[config.mk]
export PLATFORM = sky130hd
export DESIGN_NAME = lvds_video_decoder
export DESIGN_NICKNAME = d
export VERILOG_FILES = /design/src/rtl/lvds_video_decoder.sv
export SDC_FILE = /design/constraint.sdc
export NUM_CORES = 1
export LEC_CHECK = 0
export CAP_MARGIN = 40
export CORE_MARGIN = 1
export CORE_UTILIZATION = 29
export DETAILED_ROUTE_END_ITERATION = 8
export PLACE_DENSITY = 0.57
export SLEW_MARGIN = 0
export SYNTH_ARGS = -nofsm -noshare
export SYNTH_HDL_FRONTEND = slang
export SYNTH_SLANG_ARGS = --single-unit
[constraint.sdc]
create_clock -name clk -period 5.02 [get_ports clk]
set_clock_uncertainty 0.15 [all_clocks]
set_input_delay 0.753 -clock clk [delete_from_list [all_inputs] [get_ports clk]]
set_output_delay 0.753 -clock clk [all_outputs]
set_load 0.1 [all_outputs]
[src/rtl/lvds_video_decoder.sv]
// LVDS receive-side video decoder: unpacks deserialized 21-bit words into RGB666 plus syncs,
// measures line/frame timing, tracks pixel position and reports lock to a stable format.
module lvds_video_decoder #(
    parameter int CNT_W       = 12,
    parameter int LOCK_FRAMES = 3,
    parameter int TIMEOUT     = 2**22
) (
    input  logic             clk,
    input  logic             rst,
    input  logic [20:0]      datain,
    output logic [5:0]       red,
    output logic [5:0]       green,
    output logic [5:0]       blue,
    output logic             de_out,
    output logic             hsync_out,
    output logic             vsync_out,
    output logic [CNT_W-1:0] pix_x,
    output logic [CNT_W-1:0] pix_y,
    output logic [CNT_W-1:0] h_total,
    output logic [CNT_W-1:0] h_active,
    output logic [CNT_W-1:0] v_active,
    output logic [CNT_W-1:0] v_total,
    output logic             locked,
    output logic             format_err
);
    localparam int TO_W = $clog2(TIMEOUT) + 1;
    localparam int MW   = $clog2(LOCK_FRAMES + 1);
    localparam logic [CNT_W-1:0] CNT_MAX   = {CNT_W{1'b1}};
    localparam logic [CNT_W-1:0] CNT_ONE   = {{(CNT_W-1){1'b0}}, 1'b1};
    localparam logic [TO_W-1:0]  TO_LAST   = TO_W'(TIMEOUT - 1);
    localparam logic [MW-1:0]    LOCK_LAST = MW'(LOCK_FRAMES - 1);

    typedef enum logic [1:0] {
        ST_SEARCH  = 2'd0,
        ST_MEASURE = 2'd1,
        ST_LOCKED  = 2'd2
    } state_t;

    function automatic logic [CNT_W-1:0] sat_inc(input logic [CNT_W-1:0] v);
        return (v == CNT_MAX) ? v : v + CNT_ONE;
    endfunction

    logic [5:0]       red_s, green_s, blue_s;
    logic             hs_s, vs_s, de_s;
    logic             de_d_r, hs_d_r, vs_d_r;
    logic             hs_fall_s, vs_fall_s, de_rise_s, de_fall_s;
    logic [CNT_W-1:0] hs_cnt_r, de_cnt_r, v_tot_cnt_r, v_act_cnt_r;
    logic [CNT_W-1:0] line_ref_r, act_ref_r;
    logic             have_line_r, have_act_r, line_err_r;
    logic [CNT_W-1:0] snap_ht_s, snap_ha_s, snap_va_s, snap_vt_s;
    logic             line_mis_s, act_mis_s, sat_s, frame_err_s, snap_eq_s;
    state_t           state_r;
    logic [MW-1:0]    match_cnt_r;
    logic             have_prev_r;
    logic [TO_W-1:0]  to_cnt_r;

    // Bit unpacking of the deserialized word into colour and timing fields.
    always_comb begin
        red_s   = {datain[1], datain[2], datain[3], datain[4], datain[5], datain[6]};
        green_s = {datain[9], datain[10], datain[11], datain[12], datain[13], datain[0]};
        blue_s  = {datain[17], datain[18], datain[19], datain[20], datain[7], datain[8]};
        hs_s    = datain[16];
        vs_s    = datain[15];
        de_s    = datain[14];
    end

    assign hs_fall_s = hs_d_r & ~hsync_out;
    assign vs_fall_s = vs_d_r & ~vsync_out;
    assign de_rise_s = de_out & ~de_d_r;
    assign de_fall_s = de_d_r & ~de_out;

    // Current-clock line events folded into the frame accumulators (line handled before frame end).
    assign line_mis_s  = hs_fall_s & have_line_r & (hs_cnt_r != line_ref_r);
    assign act_mis_s   = de_fall_s & have_act_r & (de_cnt_r != act_ref_r);
    assign sat_s       = (hs_cnt_r == CNT_MAX) | (de_cnt_r == CNT_MAX)
                       | (hs_fall_s & (v_tot_cnt_r == CNT_MAX))
                       | (de_fall_s & (v_act_cnt_r == CNT_MAX));
    assign frame_err_s = line_err_r | line_mis_s | act_mis_s | sat_s;
    assign snap_ht_s   = (hs_fall_s & ~have_line_r) ? hs_cnt_r : line_ref_r;
    assign snap_ha_s   = (de_fall_s & ~have_act_r) ? de_cnt_r : act_ref_r;
    assign snap_vt_s   = hs_fall_s ? sat_inc(v_tot_cnt_r) : v_tot_cnt_r;
    assign snap_va_s   = de_fall_s ? sat_inc(v_act_cnt_r) : v_act_cnt_r;
    assign snap_eq_s   = ({snap_ht_s, snap_ha_s, snap_va_s, snap_vt_s}
                          == {h_total, h_active, v_active, v_total});

    // Unpack register stage; pix_x is driven from the incoming DE so it lines up with de_out.
    always_ff @(posedge clk) begin
        if (rst) begin
            red       <= 6'd0;
            green     <= 6'd0;
            blue      <= 6'd0;
            de_out    <= 1'b0;
            hsync_out <= 1'b1;
            vsync_out <= 1'b1;
            de_d_r    <= 1'b0;
            hs_d_r    <= 1'b1;
            vs_d_r    <= 1'b1;
            pix_x     <= '0;
        end else begin
            red       <= red_s;
            green     <= green_s;
            blue      <= blue_s;
            de_out    <= de_s;
            hsync_out <= hs_s;
            vsync_out <= vs_s;
            de_d_r    <= de_out;
            hs_d_r    <= hsync_out;
            vs_d_r    <= vsync_out;
            if (de_s && !de_out) begin
                pix_x <= '0;
            end else if (de_s) begin
                pix_x <= sat_inc(pix_x);
            end
        end
    end

    // Line/frame measurement counters, cleared at every frame end.
    always_ff @(posedge clk) begin
        if (rst) begin
            hs_cnt_r    <= '0;
            de_cnt_r    <= '0;
            v_tot_cnt_r <= '0;
            v_act_cnt_r <= '0;
            line_ref_r  <= '0;
            act_ref_r   <= '0;
            have_line_r <= 1'b0;
            have_act_r  <= 1'b0;
            line_err_r  <= 1'b0;
            pix_y       <= '0;
        end else begin
            hs_cnt_r <= hs_fall_s ? CNT_ONE : sat_inc(hs_cnt_r);
            de_cnt_r <= de_rise_s ? CNT_ONE : (de_out ? sat_inc(de_cnt_r) : de_cnt_r);
            if (vs_fall_s) begin
                v_tot_cnt_r <= '0;
                v_act_cnt_r <= '0;
                line_ref_r  <= '0;
                act_ref_r   <= '0;
                have_line_r <= 1'b0;
                have_act_r  <= 1'b0;
                line_err_r  <= 1'b0;
                pix_y       <= '0;
            end else begin
                v_tot_cnt_r <= snap_vt_s;
                v_act_cnt_r <= snap_va_s;
                line_ref_r  <= snap_ht_s;
                act_ref_r   <= snap_ha_s;
                have_line_r <= have_line_r | hs_fall_s;
                have_act_r  <= have_act_r | de_fall_s;
                line_err_r  <= frame_err_s;
                if (de_fall_s) begin
                    pix_y <= sat_inc(pix_y);
                end
            end
        end
    end

    // Publish the snapshot of each measured frame; the published set is also the compare reference.
    always_ff @(posedge clk) begin
        if (rst) begin
            h_total  <= '0;
            h_active <= '0;
            v_active <= '0;
            v_total  <= '0;
        end else if (vs_fall_s && state_r != ST_SEARCH) begin
            h_total  <= snap_ht_s;
            h_active <= snap_ha_s;
            v_active <= snap_va_s;
            v_total  <= snap_vt_s;
        end
    end

    // Lock FSM with frame-end matching and the VSync watchdog.
    always_ff @(posedge clk) begin
        if (rst) begin
            state_r     <= ST_SEARCH;
            match_cnt_r <= '0;
            have_prev_r <= 1'b0;
            to_cnt_r    <= '0;
            locked      <= 1'b0;
            format_err  <= 1'b0;
        end else begin
            format_err <= 1'b0;
            if (vs_fall_s) begin
                to_cnt_r <= '0;
                case (state_r)
                    ST_SEARCH: begin
                        state_r     <= ST_MEASURE;
                        match_cnt_r <= '0;
                        have_prev_r <= 1'b0;
                    end
                    ST_MEASURE: begin
                        // A frame carrying line errors is never kept as a reference.
                        have_prev_r <= ~frame_err_s;
                        if (have_prev_r && snap_eq_s && !frame_err_s) begin
                            match_cnt_r <= match_cnt_r + MW'(1);
                            if (match_cnt_r == LOCK_LAST) begin
                                state_r <= ST_LOCKED;
                                locked  <= 1'b1;
                            end
                        end else begin
                            match_cnt_r <= '0;
                        end
                    end
                    ST_LOCKED: begin
                        have_prev_r <= ~frame_err_s;
                        if (!snap_eq_s || frame_err_s) begin
                            state_r     <= ST_MEASURE;
                            match_cnt_r <= '0;
                            locked      <= 1'b0;
                            format_err  <= 1'b1;
                        end
                    end
                    default: begin
                        state_r     <= ST_SEARCH;
                        match_cnt_r <= '0;
                        have_prev_r <= 1'b0;
                        locked      <= 1'b0;
                    end
                endcase
            end else if (to_cnt_r == TO_LAST) begin
                to_cnt_r    <= '0;
                state_r     <= ST_SEARCH;
                match_cnt_r <= '0;
                have_prev_r <= 1'b0;
                locked      <= 1'b0;
                format_err  <= (state_r == ST_LOCKED);
            end else begin
                to_cnt_r <= to_cnt_r + TO_W'(1);
            end
        end
    end
endmodule
==> summary.txt <==
Status
  – Outcome: finished clean

Timing
  – WHS: roughly 290 ps
  – Max Slew Vio Count: 0
  – RSZ-0062 raised after global routing: no
  – Max frequency: 246 MHz
  – Worst slew pin tran: 847 ps
  – Final Hold Fails: 0
  – Relative slew slack: 0.434
  – Endpoints failing setup: 0
  – Final worst-path cycle share: 0.810
  – Total negative slack: 0 ps
  – Final Critical Period: 4070 ps

Drt
  – Via count: approximately 9000
  – Antenna Violating Nets Remaining: 0
  – Drt wl/cell: approximately 16 um
  – DR DRC count: 0
  – Final wirelength: a little under 30000 um
  – Vias per cell: about 5.0
  – First-pass DRT Iterations: 5
  – Initial drt markers: 583

Worst hold path
  – Hold Crit Depth: 1
  – Hold WC Path Type: flop to flop

CTS
  – H-tree levels: 1
  – Clock-pin slew on the worst setup and hold paths: around 60 ps
  – Clock Tree Buf Depth: 3
  – # resized after CTS: 0
  – Hold buffers post-CTS: 0
  – Clk_lat worst skew: around 520 ps
  – CTS tree: built
  – # clock sinks: ~200
  – CTS Buf Count: 25
  – Clock Root Buffer: clkbuf_16
  – Setup bufs post-CTS: 0

Die
  – Die Width: between 150 and 200 um
  – # IOs: 118
  – Core ar.: between 30000 and 40000 um2
  – # rows: 67
  – Initial core utilization: 0.296
  – Die height: between 150 and 200 um
  – Die ar.: between 30000 and 40000 um2

Logic synthesis
  – Ys async rst share: 0
  – Post-synth EDFFs: 0
  – Mapped Cells: ~1200
  – Primary FF master, synth: dfxtp_1
  – Syn_nets: 1200
  – Synth top cells by count: nor2_1, dfxtp_1, xnor2_1
  – Seq/Total Area, Yosys: 0.404
  – Most frequent cell after synthesis: nor2_1
  – Yosys Warn Count: 0
  – Post-synth top area cell: dfxtp_1
  – Yosys reg bits: approximately 200
  – Post-synth top area share: 0.404
  – Top cells by area, synth: dfxtp_1, nor2_1, xnor2_1
  – Post-Synthesis Cell Area: around 10000 um2
  – Yosys cell types: 74
  – Avg Cell Area, Syn: ~8.5 um2

Finish
  – Final-layout fill cell count: ~3200
  – Design Area, Final: about 14000 um2
  – Nets: about 1400
  – Fraction of final layout cells sized beyond drive strength 1: 0.123
  – Final Non-Filler Cells: 1812
  – Area grow syn2layout: 39.8%
  – Diodes inserted: 0

Setup path
  – WP data required: ~5300 ps
  – CP endpoint kind: flop
  – CP Depth: 10
  – CP arrival: 4330 ps
  – Crit path kind: flop to flop
  – Worst path bufs/invs: 1
  – Crit path max-delay family: simple AND/OR/NAND/NOR gates
  – CP startpoint kind: flop
  – Crit-path slowest cell: nor3b_4
  – CP cell instances: nor3b_4 > buf_4 > mux2i_1 > nor2_1 > a2111oi_0 > or4b_1 > nor4_2 > nand4_1 > o211a_1 > mux2_4
  – Worst-path maximum fanout: 12
  – Largest stage delay, worst path: between 500 and 600 ps
  – Worst reg-to-reg path cell count: 10

Placement
  – HPWL Detailed: about 21000 um
  – Routability-driven placement congestion ratio: between 0.8 and 0.9
  – Placed cell count: roughly 1800
  – Post-DP Area: approximately 13000 um2
  – IO Port Bufs: 117

Pwr
  – IR drop worst, VDD: about 0.00024 V
  – PD cells: 271 nW/um2
  – Total power: ~3.8 mW
  – Leakage: approximately 5 nW

GRT
  – Largest net degree at the start of global routing: between 60 and 70
  – Vias in the first global route: 8731
  – First-pass GRT wire length: about 47000 um
  – GR Overflow Total: 0
  – Antenna violations before repair: 0
  – GRT Total Usage: 0.163

Job
  – Max-cap check violation count: 0
cells by family after synthesis:
family,Yosys count,share of synthesized area
fa+ha+maj,12,0.0151
compound gates,174,0.123
flops,201,0.404
mux,38,0.0421
buf+inv,99,0.0425
xor+xnor,124,0.110
simple gates,517,0.262
path summary, 6_finish.rpt:
path | to | from | slack (ps)
max reg2reg | state_r[0]$_SDFFE_PP0P_ | de_d_r$_SDFF_PP0_ | 950
max | state_r[0]$_SDFFE_PP0P_ | de_d_r$_SDFF_PP0_ | 950
min | to_cnt_r[0]$_SDFF_PP0_ | to_cnt_r[0]$_SDFF_PP0_ | 290
min reg2reg | to_cnt_r[0]$_SDFF_PP0_ | to_cnt_r[0]$_SDFF_PP0_ | 290
area by class of cell:
class	instances	area (um2)	area share
clock buffers	34	729	0.0524
clock inverters	10	90.1	0.00647
inverters	33	124	0.00890
multi-input cells	865	5520	0.397
flip-flops and latches	201	4020	0.289
well taps	448	561	0.0403
repair buffers	221	2860	0.206
worst register-to-register path, cell delays in order (launching register included):
cell and delay, ps:
dfxtp_1 480, nor3b_4 560, buf_4 330, mux2i_1 330, nor2_1 100, a2111oi_0 400
or4b_1 520, nor4_2 350, nand4_1 220, o211a_1 210, mux2_4 300
cells in the final DEF (no fill, tap or decap), drive strengths merged, types with 8 or more instances in the layout:
master | synthesis | routed
and3 | 14 | 14
buf | 25 | 105
nand2b | 19 | 19
nand4 | 46 | 46
clkbuf | 41 | 34
and4 | 9 | 9
nand3 | 42 | 42
nand2 | 51 | 51
or4 | 8 | 8
xnor2 | 70 | 70
nor2b | 38 | 38
nor3 | 21 | 21
or3 | 8 | 8
dfxtp | 201 | 201
a21oi | 39 | 39
mux2i | 36 | 36
a2111oi | 8 | 8
nor4 | 16 | 16
ha | 12 | 12
nor2 | 214 | 214
clkdlybuf4s50 | 0 | 116
inv | 33 | 34
xor2 | 53 | 53
o21ai | 22 | 22
a211oi | 37 | 37
per-layer routing:
layer | up-vias | share of wire | global-route usage
met5 | - | 0 | 0
met4 | 0 | 0.023 | 0.0385
met3 | 45 | 0.048 | 0.0238
met2 | 245 | 0.46 | 0.272
met1 | 4241 | 0.47 | 0.221
li1 | 4467 | - | -
flip-flops by register name (all words and copies together) (netlist names), 2 cells and up:
register     cells
green            6
match_cnt_r      2
pix_y           12
v_active        12
v_total         12
h_total         12
hs_cnt_r        12
blue             6
v_act_cnt_r     12
to_cnt_r        23
pix_x           12
h_active        12
act_ref_r       12
line_ref_r      12
de_cnt_r        12
v_tot_cnt_r     12
red              6
state_r          2
metrics by stage:
stage,util,setup WS (ps)
4_1_cts,0.414,1000
5_1_grt,0.414,709
3_5_place_dp,0.390,1010
6_report,0.414,954
2_1_floorplan,-,1160
3_3_place_gp,0.340,1100
where the power goes:
group          internal, mW  leakage (nW)  switching (mW)
combinational         0.139          2.92           0.220
sequential             1.62          1.63          0.0231
clock                  1.06         0.400           0.700
Note: power is estimated with default switching activity, not from simulation.
